`config.mk`:
```
export PLATFORM = sky130hd
export DESIGN_NAME = riscv_fetch_buffer_flat
export DESIGN_NICKNAME = d
export VERILOG_FILES = /design/src/rtl/riscv_fetch_buffer_if.sv /design/src/rtl/riscv_fetch_buffer.sv /design/src/flat_wrapper.sv
export SDC_FILE = /design/constraint.sdc
export NUM_CORES = 1
export LEC_CHECK = 0
export CELL_PAD_IN_SITES_DETAIL_PLACEMENT = 0
export CELL_PAD_IN_SITES_GLOBAL_PLACEMENT = 1
export CORE_AREA = 2 2 281 283
export DETAILED_ROUTE_END_ITERATION = 10
export DIE_AREA = 0 0 283 285
export GPL_ROUTABILITY_DRIVEN = 0
export PLACE_DENSITY = 0.45
export SLEW_MARGIN = 5
export SYNTH_ARGS = -nofsm -noshare
export SYNTH_HDL_FRONTEND = slang
export SYNTH_SLANG_ARGS = --single-unit
```
`constraint.sdc`:
```
create_clock -name clk -period 18.2 [get_ports clk]
set_input_delay 5.46 -clock clk [delete_from_list [all_inputs] [get_ports clk]]
set_output_delay 5.46 -clock clk [all_outputs]
set_load 0.01 [all_outputs]
```
`src/rtl/riscv_fetch_buffer_if.sv`:
```
// riscv_fetch_buffer_if: memory request/response, core delivery and redirect signals of the fetch buffer
interface riscv_fetch_buffer_if #(parameter int XLEN = 32);
    logic            mem_req_valid;
    logic            mem_req_ready;
    logic [XLEN-1:0] mem_req_addr;
    logic            mem_rsp_valid;
    logic [XLEN-1:0] mem_rsp_data;
    logic            instr_valid;
    logic            instr_ready;
    logic [XLEN-1:0] instr;
    logic [XLEN-1:0] instr_pc;
    logic            redirect;
    logic [XLEN-1:0] redirect_pc;
    logic            exception;
    modport master (
        output mem_req_valid, mem_req_addr, instr_valid, instr, instr_pc, exception,
        input  mem_req_ready, mem_rsp_valid, mem_rsp_data, instr_ready, redirect, redirect_pc
    );
    modport slave (
        input  mem_req_valid, mem_req_addr, instr_valid, instr, instr_pc, exception,
        output mem_req_ready, mem_rsp_valid, mem_rsp_data, instr_ready, redirect, redirect_pc
    );
endinterface

```
`src/rtl/riscv_fetch_buffer.sv`:
```
// riscv_fetch_buffer: credit-based instruction prefetch queue with redirect flush and misaligned-target halt
module riscv_fetch_buffer #(
    parameter int              XLEN     = 32,
    parameter int              DEPTH    = 4,
    parameter logic [XLEN-1:0] RESET_PC = '0
) (
    input  logic clk,
    input  logic rst_n,
    riscv_fetch_buffer_if.master bus
);
    localparam int AW = $clog2(DEPTH);
    localparam int CW = AW + 1;
    typedef enum logic [1:0] {RUN, DRAIN, HALT} state_t;
    state_t state, state_n;
    logic live, acc, rsp, push, pop, redir, redir_ok, redir_bad;
    logic [XLEN-1:0] fetch_pc, last_instr, last_pc;
    logic [CW-1:0] occ, outst, drop_cnt, occ_n, outst_n, drop_n;
    logic [AW-1:0] wr_ptr, rd_ptr, aq_wr, aq_rd;
    logic [XLEN-1:0] buf_pc [DEPTH];
    logic [XLEN-1:0] buf_data [DEPTH];
    logic [XLEN-1:0] addr_q [DEPTH];
    // live keeps requests off until the first edge after reset release
    assign bus.mem_req_valid = live && state == RUN && outst + occ < CW'(DEPTH);
    assign bus.mem_req_addr  = fetch_pc;
    assign bus.instr_valid   = occ != '0;
    assign bus.instr         = bus.instr_valid ? buf_data[rd_ptr] : last_instr;
    assign bus.instr_pc      = bus.instr_valid ? buf_pc[rd_ptr] : last_pc;
    always_comb begin
        acc       = bus.mem_req_valid && bus.mem_req_ready;
        redir     = bus.redirect && state != HALT;
        redir_bad = redir && bus.redirect_pc[1:0] != 2'b00;
        redir_ok  = redir && !redir_bad;
        rsp       = bus.mem_rsp_valid && outst != '0 && state != HALT;
        push      = rsp && state == RUN && !redir;
        pop       = bus.instr_valid && bus.instr_ready && !redir;
        occ_n     = redir ? '0 : occ + CW'(push) - CW'(pop);
        outst_n   = redir_bad ? '0 : outst + CW'(acc) - CW'(rsp);
        drop_n    = redir_ok ? outst_n : redir_bad ? '0 : drop_cnt - CW'(state == DRAIN && rsp);
        state_n   = redir_bad ? HALT : redir_ok ? (outst_n != '0 ? DRAIN : RUN) :
                    (state == DRAIN && drop_n == '0) ? RUN : state;
    end
    always_ff @(posedge clk or negedge rst_n) begin
        if (!rst_n) begin
            state         <= RUN;
            live          <= 1'b0;
            fetch_pc      <= RESET_PC;
            occ           <= '0;
            outst         <= '0;
            drop_cnt      <= '0;
            wr_ptr        <= '0;
            rd_ptr        <= '0;
            aq_wr         <= '0;
            aq_rd         <= '0;
            last_instr    <= '0;
            last_pc       <= '0;
            bus.exception <= 1'b0;
        end else begin
            state      <= state_n;
            live       <= 1'b1;
            occ        <= occ_n;
            outst      <= outst_n;
            drop_cnt   <= drop_n;
            last_instr <= bus.instr;
            last_pc    <= bus.instr_pc;
            if (redir_ok) fetch_pc <= bus.redirect_pc;
            else if (acc) fetch_pc <= fetch_pc + XLEN'(4);
            if (redir_bad) bus.exception <= 1'b1;
            wr_ptr <= redir ? '0 : wr_ptr + AW'(push);
            rd_ptr <= redir ? '0 : rd_ptr + AW'(pop);
            aq_wr  <= redir ? '0 : aq_wr + AW'(acc);
            aq_rd  <= redir ? '0 : aq_rd + AW'(push);
        end
    end
    // in-flight addresses pair with in-order responses; a flush simply rewinds both queues
    always_ff @(posedge clk) begin
        if (acc) addr_q[aq_wr] <= fetch_pc;
        if (push) begin
            buf_pc[wr_ptr]   <= addr_q[aq_rd];
            buf_data[wr_ptr] <= bus.mem_rsp_data;
        end
    end
endmodule

```
`src/flat_wrapper.sv`:
```
// flat-port wrapper written by rule: the top's interface ports become plain ports
module riscv_fetch_buffer_flat 
#(
    parameter int              XLEN     = 32,
    parameter int              DEPTH    = 4,
    parameter logic [XLEN-1:0] RESET_PC = '0
)
  (clk, rst_n, bus_mem_req_valid, bus_mem_req_addr, bus_instr_valid, bus_instr, bus_instr_pc, bus_exception, bus_mem_req_ready, bus_mem_rsp_valid, bus_mem_rsp_data, bus_instr_ready, bus_redirect, bus_redirect_pc);
  riscv_fetch_buffer_if #(.XLEN(XLEN)) bus_i ();
  input  logic clk;
  input  logic rst_n;
  output wire logic [$bits(bus_i.mem_req_valid)-1:0] bus_mem_req_valid;
  output wire logic [$bits(bus_i.mem_req_addr)-1:0] bus_mem_req_addr;
  output wire logic [$bits(bus_i.instr_valid)-1:0] bus_instr_valid;
  output wire logic [$bits(bus_i.instr)-1:0] bus_instr;
  output wire logic [$bits(bus_i.instr_pc)-1:0] bus_instr_pc;
  output wire logic [$bits(bus_i.exception)-1:0] bus_exception;
  input wire logic [$bits(bus_i.mem_req_ready)-1:0] bus_mem_req_ready;
  input wire logic [$bits(bus_i.mem_rsp_valid)-1:0] bus_mem_rsp_valid;
  input wire logic [$bits(bus_i.mem_rsp_data)-1:0] bus_mem_rsp_data;
  input wire logic [$bits(bus_i.instr_ready)-1:0] bus_instr_ready;
  input wire logic [$bits(bus_i.redirect)-1:0] bus_redirect;
  input wire logic [$bits(bus_i.redirect_pc)-1:0] bus_redirect_pc;
  assign bus_mem_req_valid = bus_i.mem_req_valid;
  assign bus_mem_req_addr = bus_i.mem_req_addr;
  assign bus_instr_valid = bus_i.instr_valid;
  assign bus_instr = bus_i.instr;
  assign bus_instr_pc = bus_i.instr_pc;
  assign bus_exception = bus_i.exception;
  assign bus_i.mem_req_ready = bus_mem_req_ready;
  assign bus_i.mem_rsp_valid = bus_mem_rsp_valid;
  assign bus_i.mem_rsp_data = bus_mem_rsp_data;
  assign bus_i.instr_ready = bus_instr_ready;
  assign bus_i.redirect = bus_redirect;
  assign bus_i.redirect_pc = bus_redirect_pc;
  riscv_fetch_buffer #(.XLEN(XLEN), .DEPTH(DEPTH), .RESET_PC(RESET_PC)) u_core (.clk(clk), .rst_n(rst_n), .bus(bus_i));
endmodule
```
After elaboration in Yosys (flattened, before gate mapping)
Memory sizes are Yosys's and may differ from the RTL's.
Cells that the tools add are included.
{"block": "word_totals", "regBits": 117, "mem_bits_rw": 384, "inputBits": 70, "out_inout_bits": 99, "word_cells": 74, "n_memories": 3}
{"memory": "u_core.addr_q", "depth": 4, "width": 32, "rd": 1, "rd_ports_with_merged_regs": 0, "wr": 1, "line_no": "riscv_fetch_buffer.sv:21", "text": "logic [XLEN-1:0] addr_q [DEPTH];"}
{"memory": "u_core.buf_data", "depth": 4, "width": 32, "rd": 1, "rd_ports_with_merged_regs": 0, "wr": 1, "line_no": "riscv_fetch_buffer.sv:20", "text": "logic [XLEN-1:0] buf_data [DEPTH];"}
{"memory": "u_core.buf_pc", "depth": 4, "width": 32, "rd": 1, "rd_ports_with_merged_regs": 0, "wr": 1, "line_no": "riscv_fetch_buffer.sv:19", "text": "logic [XLEN-1:0] buf_pc [DEPTH];"}
{"block": "classes", "add_sub_neg": 11, "magnitude_cmp": 1, "n_eq_ne": 2, "mux": 20, "reduce_logical": 24}
{"op": "$mux 32", "count": 4}
{"op": "$add 32x3->32 const B", "count": 1}
{"op": "$logic_and 1x1->1", "count": 14}
{"op": "$mux 2", "count": 7}
{"op": "$mux 3", "count": 4}
{"op": "$reduce_bool 3->1", "count": 4}
{"op": "$sub 3x1->3", "count": 3}
{"op": "$add 2x1->2", "count": 4}
{"op": "$add 3x1->3", "count": 2}
{"op": "$mux 1", "count": 5}
{"op": "$reduce_bool 2->1", "count": 2}
{"op": "$add 3x3->3", "count": 1}
{"op": "$logic_not 3->1", "count": 1}
{"op": "$lt 3x3->1 const B", "count": 1}
{"op": "$eq 2x1->1 const B", "count": 1}
{"op": "$logic_not 1->1", "count": 2}
{"op": "$logic_not 2->1", "count": 1}
{"op": "$ne 2x2->1 const B", "count": 1}

Logic depth before layout (Yosys ltp)
Gate-level depths: netlist (run 1).
{"block": "logic_depth", "depth_word": 13, "depth_mapped": 14, "depth_no_buf": 14}

Least setup slack after synthesis (run 1)
No wires, ideal clock.
{"block": "synth_path", "kind": "input to register", "start": "input port bus_mem_rsp_valid", "end": "memory u_core.buf_data[0][0] (enable)", "setup_time_ns": 0.565, "arrival_ns": 10.242, "t_required_ns": 17.635, "slack_ns": 7.393, "stages": 3, "path_buffers": 0, "cell_sequence": "nand3b_1 or3_1 nor3_1"}
{"block": "synth_via", "elab_chain_cells": 6}
{"item": "from (decl)", "line_no": "flat_wrapper.sv:19", "text": "input wire logic [$bits(bus_i.mem_rsp_valid)-1:0] bus_mem_rsp_valid;"}
{"item": "$logic_and 1x1->1 (2 in a row)", "line_no": "riscv_fetch_buffer.sv:33", "text": "rsp = bus.mem_rsp_valid && outst != '0 && state != HALT;"}
{"item": "$logic_and 1x1->1 (2 in a row)", "line_no": "riscv_fetch_buffer.sv:34", "text": "push = rsp && state == RUN && !redir;"}
{"item": "$mux 1", "line_no": "riscv_fetch_buffer.sv:77", "text": "if (push) begin"}
{"item": "$mux 1 (not written as such)", "line_no": "riscv_fetch_buffer.sv:79", "text": "buf_data[wr_ptr] <= bus.mem_rsp_data;"}
{"item": "to (decl)", "line_no": "riscv_fetch_buffer.sv:20"}
No other way between the ends.

Worst setup path after layout (run 1)
{"block": "layout_path", "start": "register u_core.rd_ptr[0]", "end": "output port bus_instr_pc[2]"}
{"block": "layout_via", "elab_chain_cells": 2}
{"item": "from (decl)", "line_no": "riscv_fetch_buffer.sv:18", "text": "logic [AW-1:0] wr_ptr, rd_ptr, aq_wr, aq_rd;"}
{"item": "from (signal assigned)", "line_no": "riscv_fetch_buffer.sv:69", "text": "rd_ptr <= redir ? '0 : rd_ptr + AW'(pop);"}
{"item": "$mem_v2 4x32"}
{"item": "$mux 32", "line_no": "riscv_fetch_buffer.sv:27", "text": "assign bus.instr_pc = bus.instr_valid ? buf_pc[rd_ptr] : last_pc;"}
{"item": "to (decl)", "line_no": "flat_wrapper.sv:16", "text": "output wire logic [$bits(bus_i.instr_pc)-1:0] bus_instr_pc;"}
No other way between the ends.

==> impl_results.md, run 1 <==
- CP required: between 10,000 and 15,000 ps
- Yosys top cell area share: 60.1%
- CP endpoint kind: output port
- Setup Viol. Count Final: 0
- Ys Warns: 0
- Worst Path Max Fanout: 37
- Maximum clock frequency: 109 MHz
- Final wirelength: 48.2 mm
- Detailed-route via count: 9,473
- Distinct cells, synth: 48
- Layout cells sized above 1: 24.5%
- Final cycle utilization of the critical path: around half
- Post-synthesis cell count: 948
- Status: finished, final reports clean
- Crit path kind: reg2out
- Largest net degree at the start of global routing: 68
- Clk root buf: clkbuf_16
- Worst skew pair latency: a little over 600 ps
- Remaining global-route overflow: 0
- Clk_skew: just over 20 ps
- Total CTS buffers: 57
- Fillers: 7,598
- Placed insts: 2,146
- Hold-fix buffers, CTS: 0
- Lkg Pwr: around 8 nW
- Mapped Nets: between 1,000 and 1,500
- Slew Viols, Final: 0
- Main area contributors after synthesis: edfxtp_1, dfrtp_1, mux4_2
- Sequential area share after synthesis: roughly 75%
- Detailed Routing Iterations Pass 1: 6
- Post-synth EDFFs: around 380
- Row cnt: slightly above 100
- Final Hold Fails: 0
- Ys flop type: edfxtp_1
- Worst slew pin tran: approximately 1000 ps
- CTS tree: yes
- Async set-or-reset flop fraction in the synthesized netlist: a little under a quarter
- Top post-synthesis cells by count: edfxtp_1, dfrtp_1, mux4_2
- Postcts setup bufs: 0
- RSZ-0062 raised after global routing: false
- Max cap viols: 0
- Setup_tns: 0 ps
- Die Ht: 285 µm
- Detail Route Antenna Nets: 0
- Max Root-Sink Buffers: 3
- P&R area growth vs syn: 25.5%
- Post-DR wirelength/cell: between 20 and 25 µm
- CTS HTree Levels: 2
- Core area: between 70,000 and 80,000 µm²
- Dominant cell type by area after synthesis: edfxtp_1
- Post-Layout Cell Count: 2,255
- All-Layer GR Usage: 12.0%
- DP HPWL: 28.6 mm
- First-pass GRT wire length: around 72 mm
- Die W: 283 µm
- Syn Std Cell Area: between 15,000 and 20,000 µm²
- Post_cts resized: 0
- VDD IR max: 0.0803 mV
- Startpoint types: register
- Reg clk slew, reported paths: approximately 60 ps
- Via/cell ratio: about 4.2
- Avg Inst Size Synth: 20.2 µm²
- Clock sink total: between 500 and 600
- PwrDens: 163 nW/µm²
- IO buf count: ~170
- Most frequent cell after synthesis: edfxtp_1
- Initial antenna violation count: 1
- Area of the die: slightly above 80,000 µm²
- Max_slew headroom: between 30% and 40%
- DRT iter0 DRCs: roughly 470
- Post-route DRC: 0
- NumNets Final: 1,239
- Num ports: between 150 and 200
- Worst hold path class: reg2reg
- Vias in the first global route: around 10,000
- Crit path DAT: ~3800 ps
- Crit path time final: 9210 ps
- Seq cells post-synth: 501
- Starting Density: about a quarter
[metal layers]
layer	wire, µm	track usage, %	share of wire, %
met3	2020	2.73	4.2
met5	0	0	0
met2	23500	20.3	49
met4	853	2.74	1.8
met1	21800	15.7	45
[cells in the final DEF, fill, tap and decap left out, types with 9 or more instances in the layout]
master	instances
clkinv_2	11
xnor2_1	33
o21ai_1	19
clkbuf_16	59
mux2_2	64
dfrtp_1	113
clkbuf_1	16
nand2_1	42
nor2_1	17
and2_1	12
inv_1	10
nand3_1	9
ha_1	12
mux4_2	96
clkdlybuf4s50_1	167
edfxtp_1	384
buf_4	20
[state kept, by name, summed over array words and instances (netlist names), 3 cells and up]
signal and cells:
u_core.buf_pc 128, u_core.bus.mem_req_addr 32, u_core.last_instr 32, u_core.last_pc 32, u_core.drop_cnt 3, u_core.addr_q 128, u_core.outst 3, u_core.occ 3
u_core.buf_data 128
[power breakdown]
group,total [W],switching [W],internal [W]
Sequential,0.00164,0.000168,0.00147
Combinational,0.00114,0.000536,0.000601
Clock,0.00115,0.000458,0.000687
[cells by family after synthesis]
logic type	count (synthesis)	synth area share (%)
other	1	0.0195
muxes	160	15.0
AOI/OAI and AO/OA	40	1.13
adders and majority gates	14	0.991
DFF	501	75.3
and+or+nand+nor	143	4.53
xor gates and xnor gates	38	1.81
buffers and inverters	51	1.16
[final timing paths]
| check | start | endpoint | slack [ps] | cells past startpoint |
|---|---|---|---|---|
| min in group asynchronous | rst_n | u_core.last_instr[7] | 4920 | 1 |
| max | u_core.rd_ptr[0] | bus_instr_pc[2] | 8990 | 4 |
| max in group asynchronous | rst_n | u_core.rd_ptr[0] | 11920 | 2 |
| min | u_core.last_instr[14] | u_core.last_instr[14] | 500 | 1 |
| max reg2reg | u_core.outst[1] | u_core.state[0] | 14370 | 14 |
| min reg2reg | u_core.last_instr[14] | u_core.last_instr[14] | 500 | 1 |
[cell type report]
cell class                 count  area, µm²  share of cell area, %
timing repair buffer         188       1830                   7.61
antenna                        1       2.50                 0.0104
multi-input combinational    396       4550                   18.9
tap                         1050       1310                   5.45
clock inverter                27        264                   1.10
inverter                      11       41.3                  0.171
clock buffer                  81       1620                   6.72
sequential                   501      14500                   60.0
[per-stage QoR]
step / total power (W) / hold WS (ps) / utilization [%] / setup WS, ps / area, µm²
floorplan: 0.00225 / 512 / - / 7390 / 19200
global placement: 0.00284 / 483 / 28.5 / 9400 / 22200
detailed placement: 0.00285 / 487 / 28.5 / 9350 / 22200
CTS: 0.00402 / 501 / 30.9 / 8810 / 24100
global route: 0.00415 / 507 / 30.9 / 8690 / 24100
finish: 0.00392 / 495 / 30.9 / 8990 / 24100
[worst max-delay path, cell delays in order, from the launching register on]
cell	delay, ps
dfrtp_4	860
buf_4	780
mux4_2	600
mux2_2	290
clkdlybuf4s50_1	550
Note: power is estimated with default switching activity, not from simulation.
==> run 2, diff against run 1 <==
==> constraint.sdc (replaced) <==
create_clock -name clk -period 9.2 [get_ports clk]
set_input_delay 2.76 -clock clk [delete_from_list [all_inputs] [get_ports clk]]
set_output_delay 2.76 -clock clk [all_outputs]
set_load 0.01 [all_outputs]
==> run 2 against run 1 <==
Effect of this change: non-clock buffer count is 1 higher; core utilization is 0.11 points higher; sequential cell count stayed put; clock-buffer cell count stayed put; first-iteration DRC count is 22% higher; total power is 100% higher; clock power is 100% higher; via count is 0.26% higher; largest cell class unchanged.
==> impl_results.md, run 2 (synthesis gave the netlist of run 1 again) <==
- Vias in the first global route: 10,500 (was 10,400)
- Max cap viols: 0 (unchanged)
- CP endpoint kind: output port (unchanged)
- Post-route DRC: 0 (unchanged)
- Setup_tns: 0 ps (unchanged)
- Area post-placement: 22,200 µm² (about the same)
- Dpl ws: 3100 ps (was 9350 ps)
- Largest net degree at the start of global routing: 68 (unchanged)
- Post-Layout Cell Count: 2,261 (was 2,255)
- Setup crit end: bus_instr_pc[23] (was bus_instr_pc[2])
- Maximum clock frequency: ~150 MHz
- Switching Fraction: 29.7% (was 29.6%)
- Via/cell ratio: 4.20 (about the same)
- Lkg Pwr: 7.93 nW (was 7.89 nW)
- Comb pwr share: 28.6% (was 29.0%)
- CTS HTree Levels: 2 (unchanged)
- Clock network fraction of total power: 29.9% (was 29.2%)
- Biggest regs: u_core.addr_q (128), u_core.buf_data (128), u_core.buf_pc (128) (unchanged)
- NumNets Final: 1,242 (was 1,239)
- Initial antenna violation count: 2 (was 1)
- Worst hold path class: reg2reg (unchanged)
- Status: finished, final reports clean (unchanged)
- Max_slew headroom: 30.5% (was 31.7%)
- Post_cts resized: 0 (unchanged)
- Max Root-Sink Buffers: 3 (unchanged)
- Commonest non-fill, non-tap cell in the layout: edfxtp_1 (unchanged)
- IO buf count: 168 (unchanged)
- P&R area growth vs syn: 26.0% (was 25.5%)
- Total CTS buffers: 59 (was 57)
- CTS tree: yes (unchanged)
- Crit path kind: reg2out (unchanged)
- Reg power frac: 41.5% (was 41.8%)
- Detailed-route via count: 9,498 (was 9,473)
- Final wirelength: 48.0 mm (was 48.2 mm)
- Layout cells sized above 1: 25.0% (was 24.5%)
- Remaining global-route overflow: 0 (unchanged)
- Post-route setup slack: 2730 ps (was 8990 ps)
- Detailed Routing Iterations Pass 1: 6 (unchanged)
- All-Layer GR Usage: 12.1% (was 12.0%)
- RR Endpoint: u_core.state[0] (unchanged)
- Worst path slowest cell: dfrtp_4 (unchanged)
- Most frequent cells in the layout: edfxtp_1, clkdlybuf4s50_1, dfrtp_1 (unchanged)
- Final Hold Fails: 0 (unchanged)
- VDD IR max: 0.123 mV (was 0.0803 mV)
- Crit path largest cell delay: 870 ps (was 860 ps)
- Final cycle utilization of the critical path: between 70% and 80%
- Post-DR wirelength/cell: 21.2 µm (was 21.4 µm)
- Core area: 78,000 µm² (unchanged)
- Slew Viols, Final: 0 (unchanged)
- DRT iter0 DRCs: 572 (was 468)
- Postcts setup bufs: 0 (unchanged)
- Clk_skew: 14.9 ps (was 20.5 ps)
- Post-route cell area: 24,200 µm² (was 24,100 µm²)
- Startpoint types: register (unchanged)
- Multi-input gate area: 4550 µm² (unchanged)
- Clk root buf: clkbuf_16 (unchanged)
- Starting Density: 24.6% (unchanged)
- Critical path origin: u_core.rd_ptr[0] (unchanged)
- Sequential cell area: 14,500 µm² (unchanged)
- Fillers: 7,611 (was 7,598)
- Net switching power: 0.00232 W (was 0.00116 W)
- First-pass GRT wire length: 72.5 mm (was 71.7 mm)
- R2r worst-path depth: 14 (unchanged)
- Num ports: 169 (unchanged)
- Worst slew pin tran: 1040 ps (was 1020 ps)
- Row cnt: 103 (unchanged)
- Worst path cell trace: buf_4, mux4_2, mux2_2, clkdlybuf4s50_1 (unchanged)
- DP HPWL: 28.7 mm (was 28.6 mm)
- Placed insts: 2,147 (was 2,146)
- Setup Viol. Count Final: 0 (unchanged)
- PwrDens: 324 nW/µm² (was 163 nW/µm²)
- Detail Route Antenna Nets: 0 (unchanged)
- Crit path time final: about 6500 ps
- Worst skew pair latency: 610 ps (about the same)
- RSZ-0062 raised after global routing: false (unchanged)
- Area of the die: 80,700 µm² (unchanged)
- Worst R2R Start: u_core.outst[1] (unchanged)
- P_int: 0.00551 W (was 0.00276 W)
- Crit path DAT: 3710 ps (was 3750 ps)
- Clock sink total: 501 (unchanged)
- Reg clk slew, reported paths: 60 ps (about the same)
- Die W: 283 µm (unchanged)
- Hold-fix buffers, CTS: 0 (unchanged)
- Die Ht: 285 µm (unchanged)
- Finished Core Util: 31.0% (was 30.9%)
- Worst Path Max Fanout: 37 (unchanged)
- CP required: 6440 ps (was 12,740 ps)
- R2R Setup Slk: 5380 ps (was 14,370 ps)
run 2: cell types whose count changed in the layout (fill, tap and decap cells not counted), sizes merged:
cell | previous run | this run
diode | 1 | 2
inv | 12 | 14
bufinv | 5 | 6
buf | 21 | 22
clkinvlp | 2 | 3
run 2: worst min-delay path by stage:
stage / start / end / slack (ps) / cells after the start
6_report: u_core.last_instr[8] / u_core.last_instr[8] / 490 / 1
5_1_grt: u_core.last_instr[8] / u_core.last_instr[8] / 510 / 1
4_1_cts: u_core.last_instr[8] / u_core.last_instr[8] / 500 / 1
3_5_place_dp: u_core.last_instr[8] / u_core.last_instr[8] / 490 / 1
3_3_place_gp: u_core.last_instr[27] / u_core.last_instr[27] / 480 / 1
2_1_floorplan: u_core.bus.exception / u_core.bus.exception / 510 / 1
run 2: cell type report:
| type | instances | share of cell area (%) |
|---|---|---|
| multi-input cells | 396 | 18.8 |
| well taps | 1050 | 5.43 |
| clock inverters | 31 | 1.41 |
| clock buffers | 81 | 6.70 |
| flip-flops and latches | 501 | 59.8 |
| diodes | 2 | 0.0207 |
| repair buffers | 189 | 7.61 |
| inverters | 11 | 0.171 |
run 2: metrics by stage:
| step | hold slack (ps) | power, W |
|---|---|---|
| final | 495 | 0.00783 |
| after global placement | 482 | 0.00561 |
| after global routing | 509 | 0.00827 |
| after CTS | 499 | 0.00803 |
| after detailed placement | 486 | 0.00562 |
| after floorplan | 512 | 0.00445 |
run 2: critical path, delay by kind of cell (launching register included):
family / cells / cell delay, ps
multiplexers: 2 / 880
buffers and inverters: 2 / 1290
flip-flops: 1 / 870
run 2: metal layers:
metal	vias to the layer above	part of all wire (%)	GRT usage, %	wire length, µm
met4	0	2.1	3.20	1020
li1	4202	-	-	-
met1	5001	46	16.3	21900
met5	-	0	0	0
met3	80	4.2	2.26	2000
met2	215	48	19.9	23100
run 2: power groups by stage:
stage	combinational (W)	clock [W]	sequential, W
after floorplan	0.00130	0	0.00315
after global placement	0.00230	0	0.00330
final	0.00224	0.00234	0.00325
after detailed placement	0.00231	0	0.00331
after global routing	0.00244	0.00252	0.00332
after CTS	0.00232	0.00243	0.00327
==> run 3, diff against run 2 <==
==> constraint.sdc (replaced) <==
create_clock -name clk -period 6.55 [get_ports clk]
set_input_delay 1.965 -clock clk [delete_from_list [all_inputs] [get_ports clk]]
set_output_delay 1.965 -clock clk [all_outputs]
set_load 0.01 [all_outputs]
==> run 3 against run 2 <==
Effect of this change: core utilization increased by 0.13 points; first-iteration DRC count decreased by 23%; via count decreased by 0.28%; sequential power increased by 40%.
==> impl_results.md, run 3 (synthesis gave the netlist of run 1 again) <==
- Diodes inserted: 0 (was 2)
- Final Hold Fails: 0 (unchanged)
- Clock network fraction of total power: 30.0% (was 29.9%)
- Worst path cell trace: buf_4, mux4_2, mux2_2, clkdlybuf4s50_1 (unchanged)
- IO buf count: 168 (unchanged)
- All-Layer GR Usage: 12.0% (was 12.1%)
- Largest net degree at the start of global routing: 58 (was 68)
- Startpoint types: register (unchanged)
- Area of the die: 80,700 µm² (unchanged)
- DRT iter0 DRCs: 440 (was 572)
- DP HPWL: 29.0 mm (was 28.7 mm)
- Worst path slowest cell: dfrtp_4 (unchanged)
- PwrDens: 454 nW/µm² (was 324 nW/µm²)
- VDD IR max: 0.201 mV (was 0.123 mV)
- Post-DR wirelength/cell: 21.2 µm (about the same)
- Biggest regs: u_core.addr_q (128), u_core.buf_data (128), u_core.buf_pc (128) (unchanged)
- Clk_skew: 25.9 ps (was 14.9 ps)
- Slew Viols, Final: 0 (unchanged)
- Setup_tns: 0 ps (unchanged)
- Most frequent cells in the layout: edfxtp_1, clkdlybuf4s50_1, dfrtp_1 (unchanged)
- Hold-fix buffers, CTS: 0 (unchanged)
- Total CTS buffers: 59 (unchanged)
- Comb pwr share: 28.8% (was 28.6%)
- Buf/Inv on CP: 2 (unchanged)
- Worst hold path class: reg2reg (unchanged)
- Worst slew pin tran: 1110 ps (was 1040 ps)
- CTS tree: yes (unchanged)
- Max cap viols: 0 (unchanged)
- Switching Fraction: 29.9% (was 29.7%)
- Crit-path leading delay family: buffers and inverters (unchanged)
- Status: finished, final reports clean (unchanged)
- Crit path largest cell delay: 790 ps (was 870 ps)
- Crit path DAT: 3310 ps (was 3710 ps)
- Max_slew headroom: 25.5% (was 30.5%)
- First-pass GRT wire length: 71.3 mm (was 72.5 mm)
- Post_cts resized: 0 (unchanged)
- Net switching power: 0.00330 W (was 0.00232 W)
- Remaining global-route overflow: 0 (unchanged)
- Commonest non-fill, non-tap cell in the layout: edfxtp_1 (unchanged)
- Worst Path Max Fanout: 22 (was 37)
- Core area: 78,000 µm² (unchanged)
- Maximum clock frequency: between 150 and 200 MHz
- NumNets Final: 1,245 (was 1,242)
- Via/cell ratio: 4.19 (was 4.20)
- Num ports: 169 (unchanged)
- Reg power frac: 41.2% (was 41.5%)
- Power Total: 0.0110 W (was 0.00783 W)
- Crit path time final: approximately 5300 ps
- CP required: 4590 ps (was 6440 ps)
- Vias in the first global route: 10,400 (was 10,500)
- Final cycle utilization of the critical path: 80.5%
- P&R area growth vs syn: 26.5% (was 26.0%)
- Die W: 283 µm (unchanged)
- Layout cells sized above 1: 25.5% (was 25.0%)
- Starting Density: 24.6% (unchanged)
- Worst skew pair latency: 640 ps (was 610 ps)
- CTS HTree Levels: 2 (unchanged)
- Lkg Pwr: 7.98 nW (was 7.93 nW)
- Detailed-route via count: 9,471 (was 9,498)
- Initial antenna violation count: 0 (was 2)
- Reg clk slew, reported paths: 60 ps (about the same)
- Post-Layout Cell Count: 2,262 (was 2,261)
- Detail Route Antenna Nets: 0 (unchanged)
- Final wirelength: 47.9 mm (was 48.0 mm)
- Post-route DRC: 0 (unchanged)
- Clock sink total: 501 (unchanged)
- CP endpoint kind: output port (unchanged)
- P_int: 0.00773 W (was 0.00551 W)
- Clk root buf: clkbuf_16 (unchanged)
- Die Ht: 285 µm (unchanged)
- Crit path kind: reg2out (unchanged)
- Row cnt: 103 (unchanged)
- Postcts setup bufs: 0 (unchanged)
- Setup Viol. Count Final: 0 (unchanged)
- RSZ-0062 raised after global routing: false (unchanged)
- Placed insts: 2,150 (was 2,147)
- Detailed Routing Iterations Pass 1: 5 (was 6)
- Max Root-Sink Buffers: 3 (unchanged)
==> run 3: changes by cell type in the layout (fill, tap and decap cells not counted), sizes merged <==
cell / previous run / this run
clkinv: 19 / 21
diode: 2 / 0
buf: 22 / 25
bufinv: 6 / 3
inv: 14 / 13
clkbuf: 81 / 83
==> run 3: final cells by class <==
type                       instances  area (µm²)
multi-input combinational        396        4570
clock buffer                      83        1720
tap                             1050        1310
clock inverter                    29         289
sequential                       501       14500
timing repair buffer             192        1890
inverter                          11        41.3
fill                            7570       53700
==> run 3: worst paths after layout <==
check / start / endpoint / slack, ps / cells past startpoint
min in group asynchronous: rst_n / u_core.last_pc[3] / 1330 / 1
max in group asynchronous: rst_n / u_core.rd_ptr[1] / 4190 / 2
worst min-delay path: u_core.last_pc[14] / u_core.last_pc[14] / 490 / 1
worst max-delay path: u_core.rd_ptr[0] / bus_instr_pc[28] / 1280 / 4
worst max register to register: u_core.outst[1] / u_core.state[0] / 2760 / 14
worst min register to register: u_core.last_pc[14] / u_core.last_pc[14] / 490 / 1
==> run 3: metal layers <==
metal / routed length, µm / up-vias / part of all wire (%) / track usage [%]
li1: - / 4212 / - / -
met1: 21400 / 4958 / 45 / 15.9
met2: 23100 / 220 / 48 / 19.9
met3: 2230 / 81 / 4.7 / 2.20
met4: 1250 / 0 / 2.6 / 4.03
met5: 0 / - / 0 / 0
==> run 3: metrics by stage <==
step / hold slack [ps] / setup slack (ps) / instance area [µm²] / utilization [%]
2_1_floorplan: 512 / 792 / 19200 / -
3_3_place_gp: 483 / 1380 / 22300 / 28.6
3_5_place_dp: 486 / 1320 / 22300 / 28.6
4_1_cts: 499 / 1140 / 24300 / 31.1
5_1_grt: 511 / 1070 / 24300 / 31.1
6_report: 495 / 1280 / 24300 / 31.1
==> run 3: power groups by stage <==
stage	Sequential [W]	Clock [W]	Combinational, W
detailed placement	0.00464	0	0.00327
finish	0.00455	0.00331	0.00318
CTS	0.00458	0.00343	0.00329
global route	0.00463	0.00356	0.00345
global placement	0.00462	0	0.00327
floorplan	0.00442	0	0.00183
